--- config.mk ---
export PLATFORM = sky130hd
export DESIGN_NAME = io_stream_fifo
export DESIGN_NICKNAME = d
export VERILOG_FILES = /design/src/rtl/io_stream_fifo.sv
export SDC_FILE = /design/constraint.sdc
export NUM_CORES = 1
export LEC_CHECK = 0
export CORE_MARGIN = 1.5
export CORE_UTILIZATION = 52
export DETAILED_ROUTE_END_ITERATION = 10
export HOLD_SLACK_MARGIN = 0.08
export PLACE_DENSITY = 0.88
export SLEW_MARGIN = 20
export SYNTH_ARGS = -nofsm -noshare
export SYNTH_HDL_FRONTEND = slang
export SYNTH_SLANG_ARGS = --single-unit
--- constraint.sdc ---
create_clock -name clk -period 2 [get_ports clk]
set_clock_uncertainty 0.15 [all_clocks]
set_input_delay 0.4 -clock clk [delete_from_list [all_inputs] [get_ports clk]]
set_output_delay 0.4 -clock clk [all_outputs]
set_load 0.005 [all_outputs]
--- src/rtl/io_stream_fifo.sv ---
// Streaming FIFO with valid/ready handshakes, synchronous flush and a sticky overflow flag.
// OVERWRITE selects between back-pressure on full and discarding the oldest entry.
module io_stream_fifo #(
  parameter int WIDTH     = 2,
  parameter int DEPTH     = 4,
  parameter int OVERWRITE = 0
) (
  input  logic                     clk,
  input  logic                     reset,
  input  logic [WIDTH-1:0]         io_in,
  input  logic                     in_valid,
  output logic                     in_ready,
  output logic [WIDTH-1:0]         io_out,
  output logic                     out_valid,
  input  logic                     out_ready,
  input  logic                     flush,
  output logic [$clog2(DEPTH):0]   count,
  output logic                     overflow
);

  localparam int AW = $clog2(DEPTH);
  localparam logic [AW:0] FULL_COUNT = (AW+1)'(DEPTH);

  logic [1:0]       rst_sync;
  logic             rst_int_n;
  logic [WIDTH-1:0] mem [DEPTH];
  logic [AW-1:0]    rd_ptr;
  logic [AW-1:0]    wr_ptr;
  logic             full;
  logic             do_push;
  logic             do_pop;
  logic             drop_oldest;
  logic             refused;

  // Assertion takes effect at once; release is retimed through two flops.
  always_ff @(posedge clk or negedge reset) begin
    if (!reset) rst_sync <= 2'b00;
    else        rst_sync <= {rst_sync[0], 1'b1};
  end
  assign rst_int_n = rst_sync[1];

  assign full        = (count == FULL_COUNT);
  assign in_ready    = (OVERWRITE != 0) ? 1'b1 : !full;
  assign out_valid   = (count != '0);
  assign io_out      = out_valid ? mem[rd_ptr] : '0;
  assign do_pop      = out_valid && out_ready;
  assign do_push     = in_valid && in_ready;
  // Only reachable with OVERWRITE=1, since in_ready is low on full otherwise.
  assign drop_oldest = do_push && full && !do_pop;
  assign refused     = in_valid && !in_ready && !do_pop;

  always_ff @(posedge clk) begin
    if (do_push && !flush) mem[wr_ptr] <= io_in;
  end

  always_ff @(posedge clk or negedge rst_int_n) begin
    if (!rst_int_n) begin
      rd_ptr   <= '0;
      wr_ptr   <= '0;
      count    <= '0;
      overflow <= 1'b0;
    end else if (flush) begin
      rd_ptr   <= '0;
      wr_ptr   <= '0;
      count    <= '0;
      overflow <= 1'b0;
    end else begin
      if (do_push)               wr_ptr <= wr_ptr + 1'b1;
      if (do_pop || drop_oldest) rd_ptr <= rd_ptr + 1'b1;
      if (do_push && !do_pop && !full)  count <= count + 1'b1;
      else if (do_pop && !do_push)      count <= count - 1'b1;
      if (drop_oldest || refused) overflow <= 1'b1;
    end
  end

endmodule
**Word level (Yosys, flattened, before mapping)**

Memories as Yosys holds them, arrays and structs flattened.
Cells that the tools add are included.

- Add/sub/neg operators: 4
- Shift-type cells: 0
- Eq/ne operators: 1
- $mul: 0
- Reductions and logical operators: 21
- Magnitude comparators: 0
- Divide/modulo/power cells: 0
- Muxes and demuxes: 12
- Bitwise operators: 0

Operators by type and width:

| cell | number |
|---|---|
| logical AND 1 bit | 10 |
| two-way mux 2 bit | 5 |
| two-way mux 3 bit | 3 |
| nonzero test 2 bit | 3 |
| nonzero test 3 bit | 2 |
| adder 2 x 1 -> 2 bit, second input constant | 2 |
| logical NOT 1 bit | 4 |
| two-way mux 1 bit | 4 |
| adder 3 x 1 -> 3 bit, second input constant | 1 |
| == test 3 bit, second input constant | 1 |
| subtractor 3 x 1 -> 3 bit, second input constant | 1 |
| logical OR 1 bit | 2 |

- Output and inout port bits: 8
- Input port bits: 7
- Bits in registers: 10
- Memory bits (writable): 8
- Bits in read-only memories: 0
- Bits in latches: 0
- Memories kept: 1
- Word-level logic and storage cells: 44

Memory list:

| name | words | width | rd ports | clocked after Yosys merged registers in | wr ports | line | source |
|---|---|---|---|---|---|---|---|
| mem | 4 | 2 | 1 | 0 | 1 | 26 | `logic [WIDTH-1:0] mem [DEPTH];` |

**Depth between registers and ports, before layout**

- Depth after elaboration: 8
- Depth in mapped cells: 8
- Mapped depth without buffers: 7

**Least setup slack after synthesis**

No wires, ideal clock.

- Path type: register -> register
- Start: register count[2]
- End: register count[1]
- Data required time: 1.746 ns
- Buffers on the path: 1
- Data arrival time: 2.074 ns
- Path slack: -0.327 ns
- Library setup time: 0.104 ns
- Cell stages (with the launch flop): 9
- Clock period less this slack: 2.327 ns
- Cells stage by stage: dfrtp_1 > buf_4 > or3b_4 > nand2_4 > a21oi_1 > fa_1 > a311oi_1 > o21ai_0 > a221oi_1

- Longest elaborated chain between the ends: 7
- Elaborated cells on any way between the ends: 13
- Classes of those cells: eq/ne (1); mux (2); reduce/logical (10)

Ends and longest elaborated chain:

| what | line | source |
|---|---|---|
| start: declaration | 17 | `output logic [$clog2(DEPTH):0] count,` |
| start signal: assignment | 70 | `if (do_push && !do_pop && !full) count <= count + 1'b1;` |
| start signal: assignment | 71 | `else if (do_pop && !do_push) count <= count - 1'b1;` |
| == test 3 bit * | 42 | `assign full = (count == FULL_COUNT);` |
| logical NOT 1 bit * | 43 | `assign in_ready = (OVERWRITE != 0) ? 1'b1 : !full;` |
| via in_ready | 12 | `output logic in_ready,` |
| logical AND 1 bit | 47 | `assign do_push = in_valid && in_ready;` |
| logical AND 1 bit (2 in series) | 70 |  |
| two-way mux 3 bit | 70 |  |
| two-way mux 3 bit | 62 | `end else if (flush) begin` |

The timed path passes the listed nets; every way through them passes the cells marked *.
A chain may end at the register's enable or synchronous reset.

**Final worst setup path**

- Start: register count[1]
- End: register count[1]

- Longest elaborated chain between the ends: 7
- Elaborated cells on any way between the ends: 16
- Classes of those cells: add/sub (2); eq/ne (1); mux (3); reduce/logical (10)

Ends and longest elaborated chain:

| what |
|---|
| parallel branches: the longest is 7 deep, another holds subtractor 3 x 1 -> 3 bit |

Parallel ways; which one is timed is not known. The select of a mux whose other input is x is not followed.

==> impl_metrics.env <==
export IMPL_crit_required_ps=2050
export IMPL_wl_per_cell_um=15.2
export IMPL_drive_gt1_share_pct=38.6
export IMPL_grt_setup_unrepaired="yes"
export IMPL_comb_power_share_pct=57.1
export IMPL_clk_pin_slew_worst_paths_ps=100
export IMPL_drc=0
export IMPL_clock_sinks=18
export IMPL_crit_fanout=2
export IMPL_clk_latency_ps=300
export IMPL_ios=15
export IMPL_final_max_slew_viol_count=0
export IMPL_grt_pass1_wl_um=3370
export IMPL_syn_area_per_cell_um2=12.2
export IMPL_synth_area_leaders="dfrtp_1 26%, edfxtp_1 25%, ha_1 5.1%"
export IMPL_antenna_left=0
export IMPL_critical_path_class="flop to flop"
export IMPL_powerDensity_nw_per_um2=1170
export IMPL_leakage_uw=0.000585
export IMPL_p_sw_share_pct=33.6
export IMPL_initial_utilization_pct=55.9
export IMPL_layout_common_cells="15 x buf_4, 10 x dfrtp_1, 8 x clkdlybuf4s50_1, 8 x edfxtp_1, 7 x buf_6"
export IMPL_grt_start_max_net_pins=14
export IMPL_p_total_uw=1560
export IMPL_yosys_area_top_type="dfrtp_1"
export IMPL_power_switching_uw=526
export IMPL_synth_cells=80
export IMPL_vdd_ir_drop_max_mv=0.678
export IMPL_dr_pass1_iters=4
export IMPL_root_buffer="clkbuf_4"
export IMPL_status="finished, violations left"
export IMPL_synth_seq_cells=18
export IMPL_failed_checks="negative setup slack"
export IMPL_seqPwrFrac_pct=31.0
export IMPL_clk_path_buf_depth=2
export IMPL_area_growth_syn_to_layout_pct=37.2
export IMPL_io_buffers=14
export IMPL_post_route_period_util_pct=119
export IMPL_via_count=733
export IMPL_period_minus_slack_ps=2370
export IMPL_clock_fmax_ghz=0.421
export IMPL_synth_cell_area_um2=976
export IMPL_rows=15
export IMPL_hold_path_class="primary input to asynchronous set/reset pin"
export IMPL_intPower_uw=1040
export IMPL_cts_buffers=3
export IMPL_grt_pass1_vias=749
export IMPL_stdcell_area_um2=1340
export IMPL_finalNetCount=127
export IMPL_synth_sequential_area_ratio_pct=50.3
export IMPL_cts_tree="done"
export IMPL_fin_ws_ps=-374
export IMPL_synth_warnings=0
export IMPL_place_congestion=0.760
export IMPL_routed_wl_um=2110
export IMPL_place_area_um2=1220
export IMPL_clockPowerShare_pct=12.0
export IMPL_ctsHtreeMaxLevel=1
export IMPL_groute_usage_overall_pct=23.1
export IMPL_overflow=0
export IMPL_antenna_cells=0
export IMPL_crit_arrival_ps=2420
export IMPL_startpoint_type="flop"
export IMPL_final_common_cell="buf_4"
export IMPL_setup_violations=5
export IMPL_max_cap_viol_count=0
export IMPL_drtIter0Drc=11
export IMPL_synth_distinct_cells=37
export IMPL_syn_nets=92
export IMPL_antenna_found_initial=0
export IMPL_placeableCoreArea_um2=1750
export IMPL_end_kind="flop"
export IMPL_dieArea_um2=2150
export IMPL_post_drt_via_cell_ratio=5.27
export IMPL_dieWidth_um=46.3
export IMPL_hold_viol_final=0
export IMPL_synth_top_area_share_pct=25.6
export IMPL_dp_hpwl_um=1500
export IMPL_die_h_um=46.3
==> cells in the mapped netlist, drive strengths merged <==
cell type / number
a2111o: 1
nor3: 1
a311oi: 1
ha: 4
or2: 1
clkbuf: 1
a22oi: 1
nand3: 3
fa: 1
edfxtp: 8
xor2: 3
a221oi: 1
nand2: 3
conb: 1
o21bai: 1
mux4: 2
o31ai: 1
nor3b: 2
buf: 4
a21oi: 3
and4b: 1
or3: 1
a21boi: 1
dfrtp: 10
mux2i: 2
xnor2: 1
or3b: 1
o21ai: 3
and2: 6
o211ai: 1
inv: 4
nor2: 6
==> power by group through the flow <==
| stage | clock (uW) | sequential [uW] | combinational [uW] |
|---|---|---|---|
| floorplan | 0 | 507 | 368 |
| global placement | 0 | 494 | 686 |
| detailed placement | 0 | 499 | 725 |
| CTS | 191 | 484 | 851 |
| global route | 206 | 488 | 965 |
| finish | 187 | 484 | 893 |
==> kinds of logic (layout without fill, tap and decap cells) <==
family                   Yosys count  after routing  synth area share [%]
AND/OR/NAND/NOR                   25             25                  16.2
XOR/XNOR                           4              4                  3.59
multiplexers                       4              4                  6.67
adder cells (fa/ha/maj)            5              5                  7.18
flip-flops                        18             18                  50.3
other                              1              1                 0.384
AO/OA/AOI/OAI                     14             14                  9.87
buffers and inverters              9             43                  5.90
==> worst max-delay path: stages (launching register included) <==
cell and delay (ps):
dfrtp_1 410, buf_6 120, or3b_4 410, nand2_4 90, a21oi_4 40, fa_2 440
a311oi_2 210, o21ai_1 90, a221oi_1 290
==> final cells by class <==
| class | count | area [um2] |
|---|---|---|
| Inverter | 4 | 15.0 |
| Tap cell | 25 | 31.3 |
| Multi-Input combinational cell | 53 | 463 |
| Timing Repair Buffer | 35 | 313 |
| Clock buffer | 3 | 22.5 |
| Fill cell | 110 | 407 |
| Sequential cell | 18 | 490 |
| Clock inverter | 1 | 3.75 |
==> routing by layer <==
metal / GRT usage, % / share of wire, % / vias up
met4: 9.71 / 1.7 / 0
met3: 3.14 / 3.7 / 4
met2: 41.4 / 56 / 25
met5: 0 / 0 / -
met1: 27.5 / 39 / 355
li1: - / - / 349
==> sequential cells by signal, summed over array words and instances (netlist names) <==
signal and cells:
count 3, mem 8, overflow 1, rd_ptr 2
rst_sync 2, wr_ptr 2
==> final timing paths <==
kind,slack (ps),cells past startpoint,end,from
hold reg to reg,220,0,rst_sync[1],rst_sync[0]
max in group asynchronous,890,1,wr_ptr[0],rst_sync[1]
hold / removal,100,1,rst_sync[1],reset
setup / recovery,-370,8,count[1],count[1]
min in group clk,220,0,rst_sync[1],rst_sync[0]
setup reg to reg,-370,8,count[1],count[1]
==> repair_timing <==
action / CTS / global route
setup buffers: 5 / 2
hold buffers: 1 / 0
endpoints found under the hold margin: 8 / 0
endpoints found under the setup margin: 6 / 6
resized for setup: 25 / 7
pin swaps: 2 / 4
==> metrics by stage <==
| stage | util [%] | hold WS, ps | TNS (ps) | instances | setup WS [ps] |
|---|---|---|---|---|---|
| after floorplan | - | -55.4 | -190 | 80 | -190 |
| after global placement | 69.7 | -22.0 | -440 | 128 | -328 |
| after detailed placement | 69.7 | -3.18 | -780 | 128 | -505 |
| after CTS | 75.5 | 93.2 | -955 | 138 | -353 |
| after global routing | 76.7 | 106 | -931 | 139 | -409 |
| final | 76.7 | 96.8 | -749 | 139 | -374 |
Power figures use the tool's default switching activity.
